--- src/rtl/eeprom_i2c_master.sv ---
// Byte-level I2C initiator for 24Cxx-style EEPROMs: turns single-byte read/write
// requests into quarter-bit-timed SCL/SDA waveforms, X24C01 or 24C02 addressing.
module eeprom_i2c_master #(
    parameter int unsigned CLK_DIV = 8,
    parameter int unsigned WR_WAIT = 0
) (
    input  logic       CLK,
    input  logic       RST_N,
    input  logic [1:0] MODE,
    input  logic       REQ,
    input  logic       WE,
    input  logic [7:0] ADDR,
    input  logic [7:0] WDATA,
    output logic       BUSY,
    output logic       DONE,
    output logic [7:0] RDATA,
    output logic       NACK,
    output logic       SCL,
    output logic       SDA_O,
    input  logic       SDA_I
);

    localparam int unsigned PW = (CLK_DIV > 1) ? $clog2(CLK_DIV) : 1;
    localparam int unsigned WW = (WR_WAIT > 1) ? $clog2(WR_WAIT) : 1;
    localparam logic [PW-1:0] PH_LAST = PW'(CLK_DIV - 1);
    localparam logic [WW-1:0] WT_LAST = WW'(WR_WAIT - 1);

    typedef enum logic [3:0] {
        S_IDLE, S_START, S_TX_CTRL, S_TX_ADDR, S_TX_DATA, S_RSTART,
        S_TX_CTRL_R, S_RX_DATA, S_STOP, S_WR_WAIT, S_FINISH
    } state_t;

    state_t        state_q, state_d;
    logic [PW-1:0] phase_q;
    logic [1:0]    qtr_q;
    logic [3:0]    bit_q;
    logic [WW-1:0] wait_q;
    logic          we_q, m24_q, smp_q, abort_q, nack_q;
    logic [7:0]    addr_q, wdata_q, rx_q, rdata_q;

    logic          slot_end, smp_pt, ack_bad, set_abort, in_slot;
    logic [7:0]    tx_byte;

    always_comb begin
        slot_end = (qtr_q == 2'd3) && (phase_q == PH_LAST);
        smp_pt   = (qtr_q == 2'd3) && (phase_q == '0);
        // with CLK_DIV=1 the sample point and slot end coincide, so bypass the register
        ack_bad  = smp_pt ? SDA_I : smp_q;
        in_slot  = state_q inside {S_START, S_TX_CTRL, S_TX_ADDR, S_TX_DATA, S_RSTART,
                                   S_TX_CTRL_R, S_RX_DATA, S_STOP};

        tx_byte = '1;
        case (state_q)
            S_TX_CTRL:   tx_byte = m24_q ? 8'hA0 : {addr_q[6:0], ~we_q};
            S_TX_ADDR:   tx_byte = addr_q;
            S_TX_DATA:   tx_byte = wdata_q;
            S_TX_CTRL_R: tx_byte = 8'hA1;
            default:     tx_byte = '1;
        endcase

        state_d   = state_q;
        set_abort = 1'b0;
        SCL       = 1'b1;
        SDA_O     = 1'b1;
        BUSY      = !(state_q inside {S_IDLE, S_FINISH});
        DONE      = (state_q == S_FINISH);
        RDATA     = rdata_q;
        NACK      = nack_q;

        case (state_q)
            S_IDLE: begin
                if (REQ) state_d = S_START;
            end
            S_START, S_RSTART: begin
                SCL   = (qtr_q != 2'd3);
                SDA_O = !qtr_q[1];
                if (slot_end) state_d = (state_q == S_START) ? S_TX_CTRL : S_TX_CTRL_R;
            end
            S_TX_CTRL, S_TX_ADDR, S_TX_DATA, S_TX_CTRL_R: begin
                SCL   = qtr_q[1];
                SDA_O = bit_q[3] ? 1'b1 : tx_byte[3'd7 - bit_q[2:0]];
                if (slot_end && bit_q[3]) begin
                    if (ack_bad) begin
                        state_d   = S_STOP;
                        set_abort = 1'b1;
                    end else begin
                        case (state_q)
                            S_TX_CTRL:   state_d = m24_q ? S_TX_ADDR : (we_q ? S_TX_DATA : S_RX_DATA);
                            S_TX_ADDR:   state_d = we_q ? S_TX_DATA : S_RSTART;
                            S_TX_CTRL_R: state_d = S_RX_DATA;
                            default:     state_d = S_STOP;
                        endcase
                    end
                end
            end
            S_RX_DATA: begin
                SCL = qtr_q[1];
                if (slot_end && bit_q[3]) state_d = S_STOP;
            end
            S_STOP: begin
                SCL   = (qtr_q != 2'd0);
                SDA_O = qtr_q[1];
                if (slot_end)
                    state_d = (we_q && !abort_q && (WR_WAIT != 0)) ? S_WR_WAIT : S_FINISH;
            end
            S_WR_WAIT: begin
                if (wait_q == WT_LAST) state_d = S_FINISH;
            end
            S_FINISH: begin
                state_d = S_IDLE;
                NACK    = abort_q;
                if (!we_q && !abort_q) RDATA = rx_q;
            end
            default: state_d = S_IDLE;
        endcase
    end

    always_ff @(posedge CLK or negedge RST_N) begin
        if (!RST_N) begin
            state_q <= S_IDLE;
            phase_q <= '0;
            qtr_q   <= '0;
            bit_q   <= '0;
            wait_q  <= '0;
            we_q    <= 1'b0;
            m24_q   <= 1'b0;
            smp_q   <= 1'b1;
            abort_q <= 1'b0;
            nack_q  <= 1'b0;
            addr_q  <= '0;
            wdata_q <= '0;
            rx_q    <= '0;
            rdata_q <= '0;
        end else begin
            state_q <= state_d;
            if (state_q == S_IDLE) begin
                phase_q <= '0;
                qtr_q   <= '0;
                bit_q   <= '0;
                if (REQ) begin
                    we_q    <= WE;
                    m24_q   <= |MODE;
                    addr_q  <= ADDR;
                    wdata_q <= WDATA;
                    abort_q <= 1'b0;
                end
            end else if (in_slot) begin
                phase_q <= (phase_q == PH_LAST) ? '0 : phase_q + 1'b1;
                if (phase_q == PH_LAST) qtr_q <= qtr_q + 2'd1;
                // every state change lands on a byte/slot boundary, restarting the bit count
                if (slot_end) bit_q <= (state_d == state_q) ? bit_q + 4'd1 : '0;
                if (smp_pt) smp_q <= SDA_I;
                if (smp_pt && (state_q == S_RX_DATA) && !bit_q[3]) rx_q <= {rx_q[6:0], SDA_I};
                if (set_abort) abort_q <= 1'b1;
            end
            wait_q <= (state_q == S_WR_WAIT) ? wait_q + 1'b1 : '0;
            if (state_q == S_FINISH) begin
                nack_q <= abort_q;
                if (!we_q && !abort_q) rdata_q <= rx_q;
            end
        end
    end

endmodule
--- config.mk ---
export PLATFORM = sky130hd
export DESIGN_NAME = eeprom_i2c_master
export DESIGN_NICKNAME = d
export VERILOG_FILES = /design/src/rtl/eeprom_i2c_master.sv
export SDC_FILE = /design/constraint.sdc
export NUM_CORES = 1
export LEC_CHECK = 0
export BUFFER_PORTS_ARGS = -buffer_cell sky130_fd_sc_hd__buf_2
export CORE_ASPECT_RATIO = 0.8
export CORE_MARGIN = 5
export CORE_UTILIZATION = 35
export DETAILED_ROUTE_END_ITERATION = 16
export PLACE_DENSITY = 0.56
export SYNTH_ARGS = -nofsm -noshare
export SYNTH_HDL_FRONTEND = slang
export SYNTH_SLANG_ARGS = --single-unit
--- constraint.sdc ---
create_clock -name CLK -period 5.7 [get_ports CLK]
set_input_delay 0.285 -clock CLK [delete_from_list [all_inputs] [get_ports CLK]]
set_output_delay 0.285 -clock CLK [all_outputs]
set_load 0.1 [all_outputs]
# Word level (Yosys, flattened, before mapping)

Cells that the tools add are included.
Widths: inputs -> output; s select.

Flip-flop bits (word level): 51
Output and inout bits: 13
Bits of input ports: 23
Logic and storage cells: 109

Mux-type cells: 42
Add/sub/neg operators: 5
Bitwise gates (word level): 2
Reduce and logical (&&, ||, !) cells: 30
Equal/unequal tests: 15
Magnitude comparators: 1

Operators by type and width:

| kind                | number |
|---|---|
| $mux 4              | 11 |
| $pmux 8 s4          | 1 |
| $mux 8              | 3 |
| $pmux 4 s6          | 1 |
| $eq 4x3->1 const B  | 4 |
| $mux 3              | 5 |
| $mux 1              | 13 |
| $eq 4x4->1 const B  | 3 |
| $pmux 4 s3          | 1 |
| $reduce_bool 2->1   | 6 |
| $eq 4x2->1 const B  | 2 |
| $mux 2              | 4 |
| $reduce_and 2->1    | 4 |
| $reduce_bool 8->1   | 1 |
| $logic_and 1x1->1   | 6 |
| $pmux 1 s3          | 2 |
| $reduce_and 3->1    | 2 |
| $logic_not 1->1     | 5 |
| $reduce_or 5->1     | 1 |
| $add 4x1->4 const B | 1 |
| $eq 4x1->1 const B  | 1 |
| $eq 4x4->1          | 1 |
| $logic_not 4->1     | 1 |
| $lt 3x4->1 const B  | 1 |
| other kinds (12)    | 15 |

# Logic depth before layout (Yosys ltp)

Gate-level depths: netlist (run 1).

Word-level depth: 11
Depth in mapped cells: 7

# Worst setup path before layout (run 1)

Ideal clock, no wire load.

Path kind: register to output
From: register state_q[0]
To: output port RDATA[0]
Required time: 5.415 ns
Cell stages (with the launch flop): 7
Setup slack: 1.999 ns
Arrival: 3.416 ns
Path buffers: 1
Cell sequence: dfrtp_1 -> buf_4 -> inv_1 -> nand2_1 -> nor2_1 -> nand2_1 -> mux2_2

Word-level cells in the longest chain between the ends: 2

Ends and longest elaborated chain:

| what                   | RTL line | text |
|---|---|---|
| from (decl)            | 33       | `state_t state_q, state_d;` |
| from (signal assigned) | 135      | `state_q <= state_d;` |
| $eq 4x4->1             | n/a      |  |
| via DONE               | 15       | `output logic DONE,` |
| $mux 8                 | n/a      |  |
| to (decl)              | 16       | `output logic [7:0] RDATA,` |

The timed path passes the listed nets, and every way through them passes these cells.

# Worst setup path after layout (run 1)

From: register state_q[3]
To: output port SDA_O

Word-level cells in the longest chain between the ends: 6
Elaborated cells between the ends (all ways): 14

Ends and longest elaborated chain:

| what                                            | RTL line | text |
|---|---|---|
| $eq 4x3->1 / $eq 4x2->1 (equally long branches) | 53, 70   |  |
| $pmux 8 s4                                      | 53       | `case (state_q)` |
| $bmux 1 s3                                      | 81       | `SDA_O = bit_q[3] ? 1'b1 : tx_byte[3'd7 - bit_q[2:0]];` |
| $mux 1 (implied by the code)                    | 81       |  |
| $mux 1                                          | 81       |  |
| $pmux 1 s3 (*)                                  | 70       | `case (state_q)` |
| to (decl)                                       | 19       | `output logic SDA_O,` |

Mark *: on every way between the ends. The rest lies on a longest branch, timed or not. The select of a mux whose other input is x is not followed.

==> results.cfg, run 1 <==
[floorplanning]
num_rows = 29
core_area_mm2 = 0.00784
chipWidth_um = 110
dieArea_mm2 = 0.00986
start_util_pct = 35.6
die_y_um = 89.8
io_pins = 36

[pwr]
p_per_area_mw_per_mm2 = 428
ir_drop_mv = 0.167
p_leak_uw = 0.00139

[layout]
drive_above_1_share_pct = 30.6
post-route-util_pct = 40.1
seq_area_mm2 = 0.00128
fillers = 814
diodes = 0
nets = 322
syn_to_final_growth_pct = 12.7
multi_input_area_mm2 = 0.00139

[synth]
synth_compound_area_share_pct = 14.4
yosys.area_share.simple_pct = 18.0
synth_top_area_share_pct = 44.9
synthFlopType = dfrtp_1
synth_fp_nets = 292
syn_area_mm2 = 0.00279
yosys_register_bits = 51
synth_cells = 263
synth_xor_area_share_pct = 0
yosys.cell_count.top_type = dfrtp_1
ys_seq_area_share_pct = 45.8
synth-adder-area-share_pct = 2.69
muxShareOfSynthArea_pct = 14.9
synth.area.top_cells = dfrtp_1, mux2_2, nand2_1, a21oi_1, ha_1
synthTopCellsByCount = dfrtp_1, mux2_2, nand2_1
synth_area_per_cell_um2 = 10.6
yosys_warnings = 0
async_flop_share_pct = 100
synth_top_family_by_area = simple AND/OR/NAND/NOR gates
synth_edf_count = 0
synth_top_cell_by_area = dfrtp_1
synth_cell_types = 56

[worst_setup_path]
cp-end-kind = output port
r2r_start = state_q[1]
slowest_stage = dfrtp_1
cp_slowest_stage_delay_ns = 0.74
cp.required_ns = 5.41
cp_max_fo = 31
critical_path.cell_chain = nor4b_4, a221oi_1, a31o_1, a32o_1, o41ai_2, buf_2
cp.arrival_ns = 2.99
critPathLaunchType = flop
crit_start = state_q[3]
worstSetupPathType = reg2out

[clocking]
postCtsSetupBuffers = 0
clock_latency_ns = 0.31
cts.sinks = 51
clk_pin_slew_ns = 0.10
cts_max_level = 2
clockRootBuffer = clkbuf_8
cts.repair.resized = 0
cts_tree = built
cts_made_buffers = 5
cts_buffer_depth = 2
cts_hold_buf = 0

[timing]
worst_pin_slew_ns = 0.938
post-route-period-util_pct = 57.4
rsz0062_at_grt = no
fmax_mhz = 306
holdWs_ns = 0.0635
slew_viol_final = 0
finalSetupViolations = 0
fin_tns_setup_ns = 0
final-hold-violation-count = 0
relSlewSlack_pct = 37.5
post-route-min-period_ns = 3.27
finClkSkew_ns = 0.0104

[global_routing]
grt_overflow = 0
grt_usage_pct = 13.4
grt_max_degree = 52
antenna_found_initial = 0
grt_pass1_wl_mm = 10.7
grt_pass1_vias = 2059

[placement]
place_hpwl_mm = 4.38
place_congestion = 0.874
portBuffers = 35

[routing]
avgRoutedWirePerCell_um = 15.2
drcViolationCount = 0
vias_per_cell = 5.19
dr.pass1.iters = 4
vias = 2086
drtIter0Drc = 210
detail-route-antenna-nets = 0
finalWirelength_mm = 6.10

[run_status]
status = complete, no violations

[run]
maxCapViolations = 0

[hold_path]
hp-class = in2async
[final timing paths]
| path | to | slack (ns) | cells after the start |
|---|---|---|---|
| min in group CLK | addr_q[1] | 0.20 | 2 |
| max in group asynchronous | state_q[3] | 5.17 | 2 |
| worst min-delay path | rdata_q[2] | 0.06 | 2 |
| worst max register to register | wdata_q[7] | 3.34 | 4 |
| worst min register to register | wait_q | 0.49 | 1 |
| worst max-delay path | SDA_O | 2.43 | 6 |
[layout by cell type (no fill, tap or decap), types with 3 or more instances in the layout]
master	synthesis	layout
dfrtp_1	50	50
mux2_2	36	36
buf_2	3	35
nand2_1	26	26
a21oi_1	18	18
nor2_1	14	14
nor3_1	12	12
o21ai_0	11	11
inv_1	10	10
nand2b_1	7	7
ha_1	6	6
a221oi_1	5	5
nand3_1	5	5
clkbuf_8	0	5
nand4b_1	3	3
[sequential cells by signal, indices dropped and copies added (netlist names), 2 cells and up]
register,count
rx_q,8
wdata_q,8
phase_q,3
qtr_q,2
rdata_q,8
state_q,4
bit_q,4
addr_q,8
[kinds of logic (layout without fill, tap and decap cells)]
group | count (synthesis) | in the layout
multiplexers | 37 | 37
buffers and inverters | 23 | 54
AND/OR/NAND/NOR | 87 | 87
AO/OA/AOI/OAI | 59 | 59
adder cells (fa/ha/maj) | 6 | 6
flip-flops | 51 | 51
[worst max-delay path: cells and delay by family (launching register included)]
family / cells / cell delay [ns]
flip-flops: 1 / 0.74
AND/OR/NAND/NOR: 1 / 0.53
buffers and inverters: 1 / 0.48
AO/OA/AOI/OAI: 4 / 0.93
[where the power goes]
part | internal, µW | switching [µW] | total, µW
combinational | 206 | 297 | 503
clock | 132 | 125 | 258
sequential | 459 | 125 | 585
total | 797 | 548 | 1350
[area by class of cell]
| type | count | area share [%] |
|---|---|---|
| timing repair buffer | 36 | 5.82 |
| inverter | 10 | 1.20 |
| multi-input combinational | 189 | 44.3 |
| clock buffer | 5 | 2.19 |
| clock inverter | 3 | 1.47 |
| tap | 108 | 4.30 |
| sequential | 51 | 40.7 |
[per-stage QoR]
| step | setup slack (ns) | cell area (µm²) | total power (µW) | cells |
|---|---|---|---|---|
| final | 2.43 | 3140 | 1350 | 402 |
| after detailed placement | 2.77 | 3030 | 1100 | 394 |
| after global placement | 2.83 | 3030 | 1090 | 394 |
| after floorplan | 2.00 | 2790 | 984 | 263 |
| after CTS | 2.42 | 3140 | 1360 | 402 |
| after global routing | 2.20 | 3140 | 1450 | 402 |
[per-layer routing]
| layer | routed length (µm) | global-route usage [%] | vias up | part of all wire (%) |
|---|---|---|---|---|
| met4 | 48 | 3.43 | 0 | 0.79 |
| met1 | 3150 | 21.7 | 1001 | 52 |
| met3 | 349 | 2.65 | 4 | 5.7 |
| met2 | 2550 | 17.8 | 56 | 42 |
| li1 | - | - | 1025 | - |
| met5 | 0 | 0 | - | 0 |
No activity file was read; power rests on OpenSTA's default activity.
==> run 2: changes to the inputs <==
--- a/config.mk
+++ b/config.mk
@@ -10,7 +10,7 @@
 export CORE_MARGIN = 5
 export CORE_UTILIZATION = 35
 export DETAILED_ROUTE_END_ITERATION = 16
-export PLACE_DENSITY = 0.56
+export PLACE_DENSITY = 0.58
 export SYNTH_ARGS = -nofsm -noshare
 export SYNTH_HDL_FRONTEND = slang
 export SYNTH_SLANG_ARGS = --single-unit
==> constraint.sdc (replaced) <==
create_clock -name CLK -period 2.9 [get_ports CLK]
set_input_delay 0.145 -clock CLK [delete_from_list [all_inputs] [get_ports CLK]]
set_output_delay 0.145 -clock CLK [all_outputs]
set_load 0.1 [all_outputs]
==> run 2 against run 1 <==
  * Die area stayed put
  * Flip-flop and latch count stayed put
  * Sequential share of layout area is 1.4 points lower
  * Sequential power is 93% higher
  * Routed wire length is 2.0% higher
  * First-iteration DRC count is 16% lower
  * Combinational power is 120% higher
  * Register-to-register slack worse by 2.7 ns
  * Via count is 3.0% higher
  * Cell count is 1.7% higher
  * Count of clock-buffer cells in the layout stayed put
  * Clock power is 130% higher
  * Critical path type unchanged
  * Largest cell class unchanged
==> results.cfg, run 2 (synthesized netlist as in run 1, its figures left out) <==
[run_status]
status = complete, no violations

[clocking]
cts_tree = built
clk_pin_slew_ns = 0.10
cts_buffer_depth = 2
cts.sinks = 51
clock_latency_ns = 0.31
clockRootBuffer = clkbuf_8
cts_max_level = 2
cts_made_buffers = 5
postCtsSetupBuffers = 0

[global_routing]
grt_usage_pct = 13.2
antenna_found_initial = 1
grt_max_degree = 52
grt_overflow = 0
grt_pass1_vias = 1993
grt_pass1_wl_mm = 10.3

[run]
maxCapViolations = 0

[layout]
fin_cells = 409
multi_input_area_mm2 = 0.00142
syn_to_final_growth_pct = 16.9
finalInstanceArea_mm2 = 0.00326
mostFrequentLayoutCells = dfrtp_1, mux2_2, buf_2
drive_above_1_share_pct = 32.9
post-route-util_pct = 41.6
final_common_cell = dfrtp_1
fillers = 785
seq_area_mm2 = 0.00128
diodes = 0
nets = 329

[floorplanning]
dieArea_mm2 = 0.00986
core_area_mm2 = 0.00784
die_y_um = 89.8
num_rows = 29
io_pins = 36
chipWidth_um = 110
start_util_pct = 35.6

[timing]
finalSetupViolations = 0
relSlewSlack_pct = 57.2
fin_tns_setup_ns = 0
final-hold-violation-count = 0
finClkSkew_ns = 0.00581
rsz0062_at_grt = no
worst_pin_slew_ns = 0.638
final.setup.worst_slack_ns = 0.162
post-route-min-period_ns = 2.74
slew_viol_final = 0
post-route-period-util_pct = 94.4
fmax_mhz = 365

[worst_setup_path]
r2r_start = state_q[1]
worstPathBufferInverterCount = 1
worst-r2r-cell-count = 4
slowest_stage = dfrtp_1
critPathLaunchType = flop
cp_slowest_stage_delay_ns = 0.67
cp.required_ns = 2.76
cp_max_fo = 17
cp.arrival_ns = 2.59
rr_endpoint = addr_q[0]
r2r_slack_ns = 0.64
worstSetupPathType = reg2out
cp-end-kind = output port
critical_path.cell_chain = and4bb_2, a221oi_1, a31o_1, a32o_1, o41ai_4, buf_12
critPathTopFamily = compound AO/OA/AOI/OAI gates

[pwr]
p_per_area_mw_per_mm2 = 866
p_leak_uw = 0.00144
ir_drop_mv = 0.389

[routing]
drtIter0Drc = 176
finalWirelength_mm = 6.22
maxUsedRoutingLayer = met5
vias_per_cell = 5.25
drt-met1-wl_mm = 3.14
detail-route-antenna-nets = 0
vias = 2149
met3WireLength_um = 415
dr_wl_met2_mm = 2.57
avgRoutedWirePerCell_um = 15.2
drcViolationCount = 0
dr.pass1.iters = 4

[placement]
place_congestion = 0.882
placed_area_mm2 = 0.00311
dp_cells = 400
place_hpwl_mm = 4.57
portBuffers = 35
dp_slack_ns = 0.514

[hold_path]
whs_endpoint = abort_q
hp-start = REQ
hp-class = in2reg
hold_depth = 2
==> run 2: cell types whose count changed in the layout (fill, tap and decap cells not counted), sizes merged <==
cell         delta
bufinv          +1
buf             +6
dlygate4sd3     +1
inv             -1
==> run 2: worst max path at each step <==
stage               start     to  cells after the start
2_1_floorplan  state_q[3]  SDA_O                      6
3_3_place_gp   state_q[2]  SDA_O                      6
3_5_place_dp   state_q[2]  SDA_O                      6
4_1_cts        state_q[2]  SDA_O                      6
5_1_grt        state_q[1]  SDA_O                      6
6_report       state_q[1]  SDA_O                      6
==> run 2: metal layers <==
metal / vias to the layer above / GRT usage, %
li1: 1040 / -
met1: 1036 / 20.2
met2: 60 / 17.5
met3: 11 / 4.01
met4: 2 / 3.95
met5: - / 0
==> run 2: power by group <==
part | internal, µW | leakage, µW | switching, µW
Combinational | 475 | 0.000724 | 636
Clock | 344 | 0.0000644 | 240
Sequential | 903 | 0.000653 | 223
Total | 1720 | 0.00144 | 1100
==> run 2: cell type report <==
| cell class | count | share of cell area (%) |
|---|---|---|
| timing repair buffer | 43 | 7.76 |
| clock buffer | 5 | 2.11 |
| tap | 108 | 4.15 |
| clock inverter | 3 | 2.07 |
| sequential | 51 | 39.2 |
| multi-input combinational | 189 | 43.5 |
| inverter | 10 | 1.15 |
==> run 2: repair_timing <==
item / 4_1_cts / 5_1_grt
hold buffers: 1 / 0
endpoints found under the setup margin: 0 / 1
resized for setup: 0 / 1
hold endpoints to repair: 50 / 0
==> run 2: stage by stage <==
| stage | power [µW] | hold slack, ns |
|---|---|---|
| floorplan | 1970 | -0.151 |
| global placement | 2240 | 0.293 |
| detailed placement | 2250 | 0.297 |
| CTS | 2840 | 0.0567 |
| global route | 3010 | 0.0451 |
| finish | 2820 | 0.0575 |
==> run 2: worst register-to-register path: cells and delay by family (launching register included) <==
| kind | cells | cell delay, ns |
|---|---|---|
| simple gates | 3 | 1.19 |
| flops | 1 | 0.57 |
| mux | 1 | 0.39 |
